[src/rtl/agendador_cafe.sv]
`default_nettype none
// ============================================================================
//  Module      : agendador_cafe
//  Description : Round-robin order scheduler for a shared coffee machine.
//                Four requesters compete for the machine. One order is
//                started at a time. Completion requires the machine to pass
//                through EXTRACAO and return to IDLE. Both the acknowledge
//                wait and the brew wait are guarded by timeouts.
//  Revision    : 1.0 - initial release
// ============================================================================
module agendador_cafe #(
    parameter int ACK_TIMEOUT  = 4,
    parameter int DONE_TIMEOUT = 200
) (
    input  logic       clk,
    input  logic       reset,
    input  logic [3:0] req,
    input  logic [3:0] maq_state,
    input  logic       erro_clr,
    output logic       maq_start,
    output logic [3:0] grant,
    output logic [3:0] done,
    output logic       busy,
    output logic       erro,
    output logic [7:0] copos,
    output logic [2:0] ctrl_state
);

    // Controller state encoding (visible on ctrl_state)
    typedef enum logic [2:0] {
        C_IDLE      = 3'd0,
        C_START     = 3'd1,
        C_WAIT_ACK  = 3'd2,
        C_WAIT_DONE = 3'd3,
        C_DONE      = 3'd4,
        C_ERRO      = 3'd5
    } ctrl_t;

    // Machine state codes this controller reacts to
    localparam logic [3:0] M_IDLE     = 4'd1;
    localparam logic [3:0] M_LIGAR    = 4'd2;
    localparam logic [3:0] M_EXTRACAO = 4'd9;

    localparam logic [7:0] ACK_LIMIT  = 8'(ACK_TIMEOUT);
    localparam logic [7:0] DONE_LIMIT = 8'(DONE_TIMEOUT);
    localparam logic [7:0] COPOS_MAX  = 8'd255;

    ctrl_t      state;
    logic [7:0] timer;
    logic       seen9;
    logic [1:0] last;
    logic [1:0] grant_idx;

    logic [1:0] pick_idx;
    logic       pick_valid;
    logic [1:0] cand;

    assign ctrl_state = state;

    // Round-robin search starting one past the last served requester
    always_comb begin
        pick_idx   = last;
        pick_valid = 1'b0;
        cand       = last;
        for (int k = 1; k <= 4; k++) begin
            cand = last + 2'(k);
            if (!pick_valid && req[cand]) begin
                pick_idx   = cand;
                pick_valid = 1'b1;
            end
        end
    end

    // Controller FSM with registered outputs
    always_ff @(posedge clk or posedge reset) begin
        if (reset) begin
            state     <= C_IDLE;
            maq_start <= 1'b0;
            grant     <= 4'd0;
            grant_idx <= 2'd0;
            done      <= 4'd0;
            busy      <= 1'b0;
            erro      <= 1'b0;
            copos     <= 8'd0;
            timer     <= 8'd0;
            seen9     <= 1'b0;
            last      <= 2'd3;
        end else begin
            // Pulses default low; each is raised only on entry to its state
            maq_start <= 1'b0;
            done      <= 4'd0;

            case (state)
                C_IDLE: begin
                    if (pick_valid && maq_state == M_IDLE) begin
                        grant     <= 4'b0001 << pick_idx;
                        grant_idx <= pick_idx;
                        maq_start <= 1'b1;
                        busy      <= 1'b1;
                        state     <= C_START;
                    end
                end

                C_START: begin
                    timer <= 8'd0;
                    state <= C_WAIT_ACK;
                end

                C_WAIT_ACK: begin
                    if (maq_state == M_LIGAR) begin
                        timer <= 8'd0;
                        seen9 <= 1'b0;
                        state <= C_WAIT_DONE;
                    end else if (timer == ACK_LIMIT) begin
                        grant <= 4'd0;
                        busy  <= 1'b0;
                        erro  <= 1'b1;
                        state <= C_ERRO;
                    end else begin
                        timer <= timer + 8'd1;
                    end
                end

                C_WAIT_DONE: begin
                    // Returning to IDLE only counts once extraction was seen
                    if (maq_state == M_IDLE && seen9) begin
                        done  <= grant;
                        state <= C_DONE;
                    end else if (timer == DONE_LIMIT) begin
                        grant <= 4'd0;
                        busy  <= 1'b0;
                        erro  <= 1'b1;
                        state <= C_ERRO;
                    end else begin
                        timer <= timer + 8'd1;
                        if (maq_state == M_EXTRACAO) begin
                            seen9 <= 1'b1;
                        end
                    end
                end

                C_DONE: begin
                    if (copos != COPOS_MAX) begin
                        copos <= copos + 8'd1;
                    end
                    last  <= grant_idx;
                    grant <= 4'd0;
                    busy  <= 1'b0;
                    state <= C_IDLE;
                end

                C_ERRO: begin
                    if (erro_clr) begin
                        erro  <= 1'b0;
                        state <= C_IDLE;
                    end
                end

                default: begin
                    grant <= 4'd0;
                    busy  <= 1'b0;
                    erro  <= 1'b0;
                    state <= C_IDLE;
                end
            endcase
        end
    end

endmodule
`default_nettype wire

[config.mk]
export PLATFORM = sky130hd
export DESIGN_NAME = agendador_cafe
export DESIGN_NICKNAME = d
export VERILOG_FILES = /design/src/rtl/agendador_cafe.sv
export SDC_FILE = /design/constraint.sdc
export NUM_CORES = 1
export LEC_CHECK = 0
export CAP_MARGIN = 15
export CORE_MARGIN = 3
export CORE_UTILIZATION = 40
export CTS_CLUSTER_SIZE = 8
export DETAILED_ROUTE_END_ITERATION = 8
export GPL_TIMING_DRIVEN = 0
export HOLD_SLACK_MARGIN = 0.05
export PLACE_DENSITY = 0.62
export SLEW_MARGIN = 20
export SYNTH_ARGS = -nofsm -noshare
export SYNTH_HDL_FRONTEND = slang
export SYNTH_SLANG_ARGS = --single-unit
[constraint.sdc]
create_clock -name clk -period 4.4 [get_ports clk]
set_clock_uncertainty 0.1 [all_clocks]
set_input_delay 0.88 -clock clk [delete_from_list [all_inputs] [get_ports clk]]
set_output_delay 0.88 -clock clk [all_outputs]
set_load 0.005 [all_outputs]
Word level (Yosys, flattened, before mapping)
Index checks and enable logic that the tools add are counted.

operators by class
  add/subtract/negate cells = 5
  multiply operators = 0
  div/mod/pow operators = 0
  order comparisons = 4
  equality and inequality tests = 23
  shift-type cells = 1
  mux-type cells = 55
  bitwise logic cells = 2
  reductions and logical operators = 20

operator list
  kind                                                 count
  two-way mux 8 bit                                    4
  two-way mux 4 bit                                    7
  two-way mux 1 bit                                    24
  case mux 8 bit (3 select lines)                      1
  two-way mux 3 bit                                    6
  != test 2 bit, second input constant                 9
  adder 8 x 1 -> 8 bit, second input constant          2
  case mux 4 bit (4 select lines)                      1
  case mux 3 bit (5 select lines)                      1
  < comparator 2 x 3 -> 1 bit, second input constant   4
  AND reduction 6 bit                                  2
  != test 3 bit, second input constant                 3
  binary-select mux 1 bit (select 2 bit)               4
  equality test 8 x 3 -> 1 bit, second input constant  1
  equality test 8 bit, second input constant           1
  two-way mux 2 bit                                    4
  != test 8 bit, second input constant                 1
  case mux 1 bit (4 select lines)                      2
  AND reduction 4 bit                                  2
  equality test 3 x 2 -> 1 bit, second input constant  2
  equality test 3 bit, second input constant           2
  logical AND 1 bit                                    5
  AND reduction 5 bit                                  1
  adder 2 bit, second input constant                   2
  15 further kinds                                     19

word-level totals
  bits in registers = 35
  bits in latches = 0
  RAM bits = 0
  ROM bits = 0
  output and inout bits = 22
  word-level logic and storage cells = 121
  memories = 0

Logic depth before layout (Yosys ltp)
  depth after elaboration = 16
  gate-level depth with buffers = 7
  mapped depth without buffers = 7

Worst setup path before layout
OpenSTA, ideal clock, no wires.

  path kind = input-to-reg
  start = input maq_state[3]
  end = register timer[0]
  arrival time = 2.248 ns
  required time = 4.173 ns
  slack = 1.924 ns
  stages = 5
  buffers on the path = 1
  path through = or4b_1 -> buf_2 -> a41oi_2 -> and2b_4 -> mux2_1

between the ends
  cells in the longest elaborated chain, start to end = 4
  elaborated cells on any way between the ends = 8
  classes of those cells = 4 x eq/ne; 2 x mux; 2 x reduce/logical

RTL lines
  element                               line  source
  start: declaration                    18    input logic [3:0] maq_state,
  equality test 4 x 1 -> 1 bit          126   if (maq_state == M_IDLE && seen9) begin
  logical AND 1 bit                     126
  != test 2 bit (no source line)        n/a
  AND reduction 4 bit (no source line)  n/a
  end signal: assignment                120   timer <= timer + 8'd1;
  end signal: assignment                135   timer <= timer + 8'd1;
  end: declaration                      49    logic [7:0] timer;

Parallel ways exist; a longest one is shown, timed or not.
A chain may end at the register's enable or synchronous reset.

Final worst setup path
  start = input maq_state[2]
  end = register timer[0]

The elaborated chain is that of the path after synthesis.

==> reports/qor_table.md <==
| Group | Item | Value |
|:---|:---|:---|
| clocking | Total number of H-tree levels | 2 |
| setup path | Largest driver fanout on the critical path | 7 |
| layout | Area growth from synthesis to final layout | 26.0% |
| global route | Overall overflow remaining after global route | 0 |
| yosys | Post-synthesis cell area | 0.00187 mm^2 |
| sta | Tmin final | 2.77 ns |
| hold path | Hold Path Class | flop to flop |
| power and ir drop | Pleak | 1.03 nW |
| yosys | Post-synth cell types | 52 |
| detailed routing | Average routed wire per standard cell | 15.2 um |
| sta | Setup violators final | 0 |
| setup path | Category of the critical setup timing path | primary input to flop |
| floorplanning | Top-Level Pins | 33 |
| flow run | Max-capacitance violation count | 0 |
| clocking | Cells resized by post-CTS repair | 0 |
| global route | Largest net degree at the start of global routing | 36 |
| yosys | EDFF count, synth | 0 |
| sta | Hold_ws | 0.386 ns |
| yosys | Number of nets produced by synthesis | 201 |
| detailed routing | First drt pass iteration count | 4 |
| sta | Max Transition Viols Final | 0 |
| layout | Area taken by multi-input logic gates | 947 um^2 |
| power and ir drop | Power per unit of standard cell area | 527 mW/mm^2 |
| floorplanning | Initial Utilization | 42.1% |
| detailed routing | DRC violations left | 0 |
| detailed routing | Remaining antenna violation count after routing | 0 |
| layout | Most frequent standard cell in the layout excluding fill and tap cells | sky130_fd_sc_hd__dfrtp_1 |
| detailed routing | Mean number of vias per cell | 5.53 |
| layout | Number of antenna repair diodes | 0 |
| yosys | Library cell occupying the most area in the post-synthesis netlist | sky130_fd_sc_hd__dfrtp_1 |
| sta | Share of the cycle needed by the critical path after routing | 63.0% |
| layout | Sequential cell area | 878 um^2 |
| clocking | Longest Clk Path Bufs | 2 |
| setup path | CP required | 4.47 ns |
| sta | Final Hold Violating Endpoints | 0 |
| floorplanning | Area of the die | 0.00553 mm^2 |
| global route | Via count of the first global-routing pass | 1497 |
| sta | Max Freq | 360 MHz |
| floorplanning | Number of placement rows | 24 |
| yosys | Top flip-flop cell by instance count after synthesis | sky130_fd_sc_hd__dfrtp_1 |
| power and ir drop | Peak VDD IR | 335 uV |
| sta | RSZ-0062 raised after global routing | false |
| clocking | Library cell used as clock root buffer | sky130_fd_sc_hd__clkbuf_8 |
| layout | Share of final-layout standard cells stronger than drive strength 1 | 10.1% |
| global route | Initial antenna violation count | 0 |
| setup path | Setup crit end kind | flop |
| yosys | Cells after synthesis | 187 |
| yosys | Top area cells in the synthesized netlist | sky130_fd_sc_hd__dfrtp_1 (44%), sky130_fd_sc_hd__nor2_1 (4.4%), sky130_fd_sc_hd__xor2_1 (4.2%) |
| clocking | Clock-pin transition on the worst setup and hold timing paths | 0.07 ns |
| setup path | Arrival time at the worst endpoint | 2.85 ns |
| floorplanning | Vertical extent of the die | 74.4 um |
| placement | Placer's final routability congestion estimate | 0.932 |
| sta | Actual slew at the worst max-slew pin | 0.737 ns |
| yosys | Top-area cell type share of the netlist area | 44.2% |
| clocking | Number of sinks handled by clock tree synthesis | 35 |
| setup path | Startpoint class of the critical path | primary input |
| clocking | Count of hold buffers inserted by post-cts repair | 0 |
| sta | Setup TNS Final | 0 ns |
| yosys | Portion of the post-synthesis area used by sequential elements | 47.0% |
| layout | Filler cells | 411 |
| layout | Most frequent cells in the layout | sky130_fd_sc_hd__dfrtp_1 (33), sky130_fd_sc_hd__clkdlybuf4s50_1 (32), sky130_fd_sc_hd__nor2_1 (22) |
| global route | Wire length of the first global-routing pass | 7.04 mm |
| detailed routing | Initial drt markers | 76 |
| floorplanning | Horizontal extent of the die | 74.4 um |
| detailed routing | Post-detailed-routing wire length | 4.23 mm |
| yosys | FFs w/ async S/R, synth | 100% |
| yosys | Yosys synthesis warning count | 0 |
| yosys | Per-instance average area after synthesis | 10.0 um^2 |
| yosys | Flip-flop and latch count after synthesis | 35 |
| placement | DP HPWL | 3.06 mm |
| status | Outcome | finished clean |
| detailed routing | Number of vias in the routed layout | 1543 |
| clocking | Cts bufs inserted | 5 |
| global route | Combined global-route utilization of all metal layers | 16.5% |
| placement | Count of buffers inserted at the top-level ports | 32 |
| floorplanning | Core region area | 0.00444 mm^2 |
| sta | Normalized max-slew margin | 50.4% |
| power and ir drop | Design Power | 0.00124 W |
| clocking | Number of buffers inserted by post-CTS setup repair | 0 |
| clocking | TritonCTS clock tree | done |
| clocking | Clock Latency Late Sink | 0.28 ns |
| layout | Final net count | 240 |
critical path, cell delays in order:
cell	delay, ns
sky130_fd_sc_hd__clkdlybuf4s50_1	0.48
sky130_fd_sc_hd__or4b_1	0.51
sky130_fd_sc_hd__buf_2	0.18
sky130_fd_sc_hd__a41oi_2	0.26
sky130_fd_sc_hd__and2b_4	0.21
sky130_fd_sc_hd__mux2_1	0.32
worst paths after layout:
| kind | slack, ns | endpoint | from | depth (start not counted) |
|---|---|---|---|---|
| setup / recovery | 1.63 | timer[0]$_DFFE_PP0P_ | maq_state[2] | 6 |
| hold / removal | 0.39 | grant_idx[0]$_DFFE_PP0P_ | grant_idx[0]$_DFFE_PP0P_ | 1 |
| setup reg to reg | 2.24 | timer[0]$_DFFE_PP0P_ | timer[0]$_DFFE_PP0P_ | 7 |
| hold reg to reg | 0.39 | grant_idx[0]$_DFFE_PP0P_ | grant_idx[0]$_DFFE_PP0P_ | 1 |
| max in group asynchronous | 2.79 | done[2]$_DFF_PP0_ | reset | 2 |
| min in group asynchronous | 0.94 | timer[1]$_DFFE_PP0P_ | reset | 2 |
stage by stage:
step                      utilization (%)  instance area, um^2  cells  worst slack [ns]
after floorplan                         -                 1870    187              1.92
after global placement               50.7                 2250    271              1.35
after detailed placement             50.7                 2250    271              1.33
after CTS                            53.0                 2350    279              1.63
after global routing                 53.0                 2350    279              1.55
final                                53.0                 2350    279              1.63
cells in the mapped netlist (2+ instances only):
| cell type | number |
|---|---|
| sky130_fd_sc_hd__a21o_1 | 2 |
| sky130_fd_sc_hd__a21oi_1 | 7 |
| sky130_fd_sc_hd__a32o_1 | 2 |
| sky130_fd_sc_hd__and2_1 | 5 |
| sky130_fd_sc_hd__and3_1 | 2 |
| sky130_fd_sc_hd__buf_2 | 2 |
| sky130_fd_sc_hd__clkbuf_1 | 3 |
| sky130_fd_sc_hd__dfrtp_1 | 33 |
| sky130_fd_sc_hd__dfstp_2 | 2 |
| sky130_fd_sc_hd__ha_1 | 3 |
| sky130_fd_sc_hd__inv_1 | 6 |
| sky130_fd_sc_hd__mux2_1 | 2 |
| sky130_fd_sc_hd__mux2_2 | 3 |
| sky130_fd_sc_hd__mux2i_1 | 2 |
| sky130_fd_sc_hd__nand2_1 | 20 |
| sky130_fd_sc_hd__nand2b_1 | 3 |
| sky130_fd_sc_hd__nand3_1 | 6 |
| sky130_fd_sc_hd__nand4_1 | 5 |
| sky130_fd_sc_hd__nor2_1 | 22 |
| sky130_fd_sc_hd__nor2b_1 | 4 |
| sky130_fd_sc_hd__nor3_1 | 2 |
| sky130_fd_sc_hd__nor3b_2 | 2 |
| sky130_fd_sc_hd__o2111ai_1 | 2 |
| sky130_fd_sc_hd__o211ai_1 | 2 |
| sky130_fd_sc_hd__o21ai_0 | 4 |
| sky130_fd_sc_hd__o2bb2ai_1 | 2 |
| sky130_fd_sc_hd__or3_1 | 2 |
| sky130_fd_sc_hd__or4b_1 | 2 |
| sky130_fd_sc_hd__xnor2_1 | 4 |
| sky130_fd_sc_hd__xor2_1 | 9 |
layout make-up:
| class | count | area share [%] |
|---|---|---|
| Clock buffer | 8 | 4.25 |
| Multi-Input combinational cell | 141 | 40.2 |
| Sequential cell | 35 | 37.3 |
| Inverter | 6 | 0.956 |
| Timing Repair Buffer | 32 | 13.6 |
| Buffer | 5 | 0.903 |
| Tap cell | 52 | 2.76 |
flip-flops by register name, indices dropped and copies added (netlist names):
register / flops
ctrl_state: 3
maq_start: 1
timer: 8
copos: 8
erro: 1
seen9: 1
done: 4
grant: 4
last: 2
busy: 1
grant_idx: 2
logic make-up (layout without fill, tap and decap cells):
kind of cell	after synthesis	count (layout)	synth area share, %
mux	7	7	4.08
xor+xnor	13	13	6.09
fa+ha+maj	3	3	2.01
flops	35	35	47.0
buf+inv	11	51	2.34
compound gates	32	32	12.9
simple gates	86	86	25.6
routing by layer:
metal | part of all wire [%] | vias to the layer above | GRT usage [%]
li1 | - | 740 | -
met1 | 44 | 764 | 20.1
met2 | 52 | 35 | 27.9
met3 | 3.7 | 4 | 4.59
met4 | 0.54 | 0 | 6.32
met5 | 0 | - | 0
power breakdown:
group	switching (W)	internal, W
clock	0.000114	0.000143
sequential	0.0000792	0.000399
combinational	0.000265	0.000241
(Power assumes the default switching activity.)
==> patch 1 (config.mk and constraints unchanged) <==
Make the reset (`reset`) synchronous in one clocked block.
--- a/src/rtl/agendador_cafe.sv
+++ b/src/rtl/agendador_cafe.sv
@@ -72,7 +72,7 @@
     end
 
     // Controller FSM with registered outputs
-    always_ff @(posedge clk or posedge reset) begin
+    always_ff @(posedge clk) begin
         if (reset) begin
             state     <= C_IDLE;
             maq_start <= 1'b0;
Formal check against the unedited RTL: differs if reset is asserted again (counterexample within 4 cycles, from zero or initial values and one cycle with reset high); with reset held inactive, the same outputs for 10 cycles.
==> patch 1 against the original RTL <==
- routed wire length is 7.2% lower
- via count increased by 1.2%
- synthesized cell count rose by 3.7%
- die area is 6.1% lower
- sequential power is 27% lower
- total power decreased by 30%
- sequential cell count stayed put
- register-to-register slack worse by 0.33 ns
- sequential share of layout area is 5.5 points lower
- setup slack got worse by 0.25 ns
- fmax down 8.2%
- final area fell by 6.4%
- synthesized area down 6.6%
- critical endpoint is now grant[3]
- highest routed layer unchanged
==> patch 1: results (changes against the original RTL) <==
| Metric | Value |
|---|---|
| Status | completed (unchanged) |
| Largest net degree at the start of global routing | 12 (was 36) |
| Met1 WL | 1.78 mm (was 1.85 mm) |
| Fill count | 386 (was 411) |
| First-pass GRT wire length | 6.60 mm (was 7.04 mm) |
| Hold path endpoint | grant[0] (was grant_idx[0]) |
| Nets@finish | 246 (was 240) |
| Clk slew on worst S/H paths | 0.07 ns (about the same) |
| Syn_nets | 208 (was 201) |
| Register-to-Register Path Depth | 7 (unchanged) |
| HPWL Detailed | 2.94 mm (was 3.06 mm) |
| Met3 WL post-DR | 220 um (was 157 um) |
| Hold WS | 0.396 ns (was 0.386 ns) |
| P_leak | 0.799 nW (was 1.03 nW) |
| Seq/Total Area, Yosys | 0.401 (was 0.470) |
| Most frequent cells after synthesis | dfxtp_1 (35), nor2_1 (18), a21oi_1 (13), o21ai_0 (12) (was dfrtp_1 (33), nor2_1 (22), nand2_1 (20), xor2_1 (9), a21oi_1 (7)) |
| DRT iter0 DRCs | 73 (was 76) |
| Vias in the first global route | 1,486 (was 1,497) |
| GPL Wtd Cong | 0.815 (was 0.932) |
| Layout cells sized above 1 | 0.0815 (was 0.101) |
| WL/cell | 13.9 um (was 15.2 um) |
| Routed length on met2 | 1.87 mm (was 2.20 mm) |
| Min-delay src | grant[0] (was grant_idx[0]) |
| Top FF cell, synth | dfxtp_1 (was dfrtp_1) |
| PortBufs | 31 (was 32) |
| Peak supply drop | 0.249 mV (was 0.335 mV) |
| Synth top area cells | dfxtp_1 (40%), nor2_1 (3.9%), a21oi_1 (3.7%) (was dfrtp_1 (44%), nor2_1 (4.4%), xor2_1 (4.2%)) |
| Flop-to-flop setup slack | 1.91 ns (was 2.24 ns) |
| Post-synthesis cell count | 194 (was 187) |
| Slew HR | 0.391 (was 0.504) |
| Asr flop ratio synth | 0 (was 1.00) |
| Non-filler cells, final | 283 (was 279) |
| Slowest stage delay, CP | 0.76 ns (was 0.51 ns) |
| Vias | 1,561 (was 1,543) |
| Netlist cell types | 48 (was 52) |
| Global Route Usage Sum | 0.161 (was 0.165) |
| R2R Path End | grant[3] (was timer[0]) |
| Worst R2R Start | timer[0] (unchanged) |
| Slowest-stage cell, CP | nor4b_1 (was or4b_1) |
[patch 1: cell types whose count changed in the layout (fill, tap and decap cells not counted), sizes merged, moves of 4 or more]
cell and delta:
a21oi +6, xor2 -4, o21ai +8, or3 +4, dfxtp +35, nand2 -11
nor2 -5, dfrtp -33, buf +4, mux2 -5
[patch 1: worst max-delay path by stage]
stage | startpoint | endpoint | slack, ns | cells after the start
after global placement | maq_state[3] | grant[3] | 1.13 | 6
final | maq_state[3] | grant[3] | 1.38 | 6
after CTS | maq_state[3] | grant[3] | 1.36 | 6
after floorplan | maq_state[3] | timer[7] | 1.88 | 5
after detailed placement | maq_state[3] | grant[1] | 1.10 | 6
after global routing | maq_state[3] | grant[3] | 1.10 | 6
[patch 1: area by class of cell]
type / count / area share
plain buffers: 9 / 0.0227
repair buffers: 31 / 0.141
flip-flops and latches: 35 / 0.318
clock inverters: 2 / 0.00568
multi-input cells: 141 / 0.436
inverters: 9 / 0.0153
clock buffers: 6 / 0.0329
well taps: 50 / 0.0284
[patch 1: cell families after synthesis]
kind of cell,Yosys count,synth area share
compound gates,54,0.235
xor+xnor,7,0.0351
fa+ha+maj,3,0.0215
buf+inv,18,0.0480
flops,35,0.401
mux,4,0.0229
simple gates,73,0.236
[patch 1: worst max-delay path: cells and delay by family]
family / cells / cell delay, ns
AOI/OAI and AO/OA: 4 / 0.99
and+or+nand+nor: 1 / 0.76
buffers and inverters: 1 / 0.46
[patch 1: metal layers]
metal / up-vias / global-route usage
met2: 50 / 0.269
met3: 6 / 0.0429
met5: - / 0
met1: 721 / 0.200
met4: 0 / 0.0564
li1: 784 / -
[patch 1: per-stage QoR]
step	instance area (um^2)	setup WS (ns)	utilization
3_5_place_dp	2120	1.10	0.515
4_1_cts	2200	1.36	0.535
6_report	2200	1.38	0.535
3_3_place_gp	2120	1.13	0.515
5_1_grt	2200	1.10	0.535
2_1_floorplan	1750	1.88	-
[patch 1: report_power, final]
part / internal, mW / leakage, nW / switching, mW
clock network: 0.111 / 0.0412 / 0.119
registers: 0.335 / 0.283 / 0.0158
logic: 0.131 / 0.475 / 0.163
total: 0.577 / 0.799 / 0.298
==> patch 2 (config.mk and constraints unchanged) <==
Made on the original files. The localparam `COPOS_MAX` goes from 8'd255 to 8'd127.
--- a/src/rtl/agendador_cafe.sv
+++ b/src/rtl/agendador_cafe.sv
@@ -43,7 +43,7 @@
 
     localparam logic [7:0] ACK_LIMIT  = 8'(ACK_TIMEOUT);
     localparam logic [7:0] DONE_LIMIT = 8'(DONE_TIMEOUT);
-    localparam logic [7:0] COPOS_MAX  = 8'd255;
+    localparam logic [7:0] COPOS_MAX  = 8'd127;
 
     ctrl_t      state;
     logic [7:0] timer;
Check against the original RTL: same outputs for any inputs over 10 cycles, from zero or initial values and one cycle with reset high; that may be too few to reach the edited logic, so the function may still have changed.
==> patch 2 against the original RTL <==
- setup slack got worse by 0.30 ns
- routed wire length grew 2.9%
- synthesized area increased by 1.9%
- sequential cell count stayed put
- highest routed layer unchanged
- critical path type unchanged
- final cell count is 1.8% higher
- final area is 2.3% higher
- global-route usage down 0.49 points
- largest power group is now sequential cells
- total power is 2.1% higher
- combinational power down 4.1%
==> patch 2: results (changes against the original RTL) <==
| Metric | Value |
|---|---|
| Status | completed (unchanged) |
| Largest regs | copos: 8 flops, timer: 8 flops (unchanged) |
| Vias in the first global route | 1,503 (was 1,497) |
| GPL Wtd Cong | 0.892 (was 0.932) |
| HPWL Detailed | 3.17 mm (was 3.06 mm) |
| CTS resizes | 0 (unchanged) |
| Top FF cell, synth | dfrtp_1 (unchanged) |
| Initial antenna violation count | 0 (unchanged) |
| Clock buffer depth | 2 (unchanged) |
| Place WS | 1.07 ns (was 1.33 ns) |
| Peak supply drop | 0.264 mV (was 0.335 mV) |
| Critical path's top delay family | compound AO/OA/AOI/OAI gates (was simple AND/OR/NAND/NOR gates) |
| DRT iter0 DRCs | 179 (was 76) |
| P_leak | 0.976 nW (was 1.03 nW) |
| Synth Area in XOR/XNOR | 0.0322 (was 0.0609) |
| Sw frac | 0.362 (was 0.369) |
| CTS root buf | clkbuf_8 (unchanged) |
| Antenna Cells | 0 (unchanged) |
| Overall Power | 1.27 mW (was 1.24 mW) |
| Worst Hold Class | flip-flop to flip-flop (unchanged) |
| Compound-Gate Fraction of Synth Area | 0.169 (was 0.129) |
| Slowest-stage cell, CP | a211oi_1 (was or4b_1) |
| H-tree levels | 2 (unchanged) |
| Slowest stage delay, CP | 0.64 ns (was 0.51 ns) |
| Flop-to-flop setup slack | 1.62 ns (was 2.24 ns) |
| Syn_nets | 206 (was 201) |
| Post-synthesis mux area share | 0.0440 (was 0.0408) |
| Postcts setup bufs | 0 (unchanged) |
| Layout cells sized above 1 | 0.0948 (was 0.101) |
| Fill count | 388 (was 411) |
| Asr flop ratio synth | 1.00 (unchanged) |
| Seq pwr | 0.486 mW (was 0.479 mW) |
| DR pass1 iterations | 4 (unchanged) |
| Seq/Total Area, Yosys | 0.461 (was 0.470) |
| Yosys warning count | 0 (unchanged) |
| Drt via density | 5.74 (was 5.53) |
| First-pass GRT wire length | 6.92 mm (was 7.04 mm) |
| Later-pin clock latency in the skew report | 0.28 ns (about the same) |
| Critical path fanouts, max | 8 (was 7) |
| Clock network fraction of design power | 0.233 (was 0.207) |
| Netlist cell types | 49 (was 52) |
| Synth Area in Adders | 0.0197 (was 0.0201) |
| Synth top area cells | dfrtp_1 (43%), nand2_1 (3.5%), o21ai_0 (3.2%) (was dfrtp_1 (44%), nor2_1 (4.4%), xor2_1 (4.2%)) |
| Routed WL | 4.35 mm (was 4.23 mm) |
| Clk slew on worst S/H paths | 0.07 ns (about the same) |
| Largest net degree at the start of global routing | 36 (unchanged) |
| CTS Buf Count | 5 (unchanged) |
| Global Route Usage Sum | 0.161 (was 0.165) |
| PortBufs | 32 (unchanged) |
| Most frequent cells after synthesis | dfrtp_1 (33), nand2_1 (18), o21ai_0 (12), inv_1 (10), a21oi_1 (9) (was dfrtp_1 (33), nor2_1 (22), nand2_1 (20), xor2_1 (9), a21oi_1 (7)) |
| Crit path DAT | 3.12 ns (was 2.85 ns) |
| Nets@finish | 245 (was 240) |
| Slew HR | 0.426 (was 0.504) |
| Fmax | 325 MHz (was 360 MHz) |
==> patch 2: cell count changes after synthesis, moves of 4 or more <==
cell	delta
xor2_1	-8
inv_1	+4
nor2_1	-14
o21ai_0	+8
nor2b_1	-4
o21bai_1	+5
==> patch 2: final timing paths <==
kind / startpoint / to / depth (start not counted)
worst max-delay path: maq_state[3] / grant[3] / 5
worst min-delay path: grant_idx[0] / last[0] / 2
worst max register to register: timer[0] / ctrl_state[0] / 6
worst min register to register: grant_idx[0] / last[0] / 2
max in group asynchronous: reset / copos[5] / 2
min in group asynchronous: reset / timer[6] / 2
==> patch 2: logic make-up after synthesis <==
family          count (synthesis)
compound gates                 49
xor+xnor                        7
fa+ha+maj                       3
buf+inv                        14
flops                          35
mux                             8
simple gates                   76
==> patch 2: metal layers <==
layer,routed length (um),share of wire,GRT usage
met3,233,0.054,0.0360
met1,2060,0.47,0.222
met5,0,0,0
met2,2020,0.46,0.250
met4,37,0.0085,0.0514
==> patch 2: worst register-to-register path: stages, from the launching register on <==
cell and delay (ns):
dfrtp_1 0.45, inv_1 0.08, ha_1 0.14, nor3b_1 0.59, nor4bb_1 0.76, nor4_1 0.13
o41ai_1 0.40
==> patch 2: layout make-up <==
class	instances	area share
tap	52	0.0270
sequential	35	0.365
inverter	10	0.0156
buffer	4	0.00935
timing repair buffer	32	0.133
clock buffer	6	0.0343
multi-input combinational	143	0.402
clock inverter	2	0.0145
==> patch 2: metrics by stage <==
step | hold slack [ns] | instance area [um^2] | std cells
6_report | 0.381 | 2410 | 284
5_1_grt | 0.407 | 2410 | 284
4_1_cts | 0.386 | 2410 | 284
3_5_place_dp | 0.369 | 2290 | 276
3_3_place_gp | 0.353 | 2290 | 276
2_1_floorplan | 0.341 | 1910 | 192
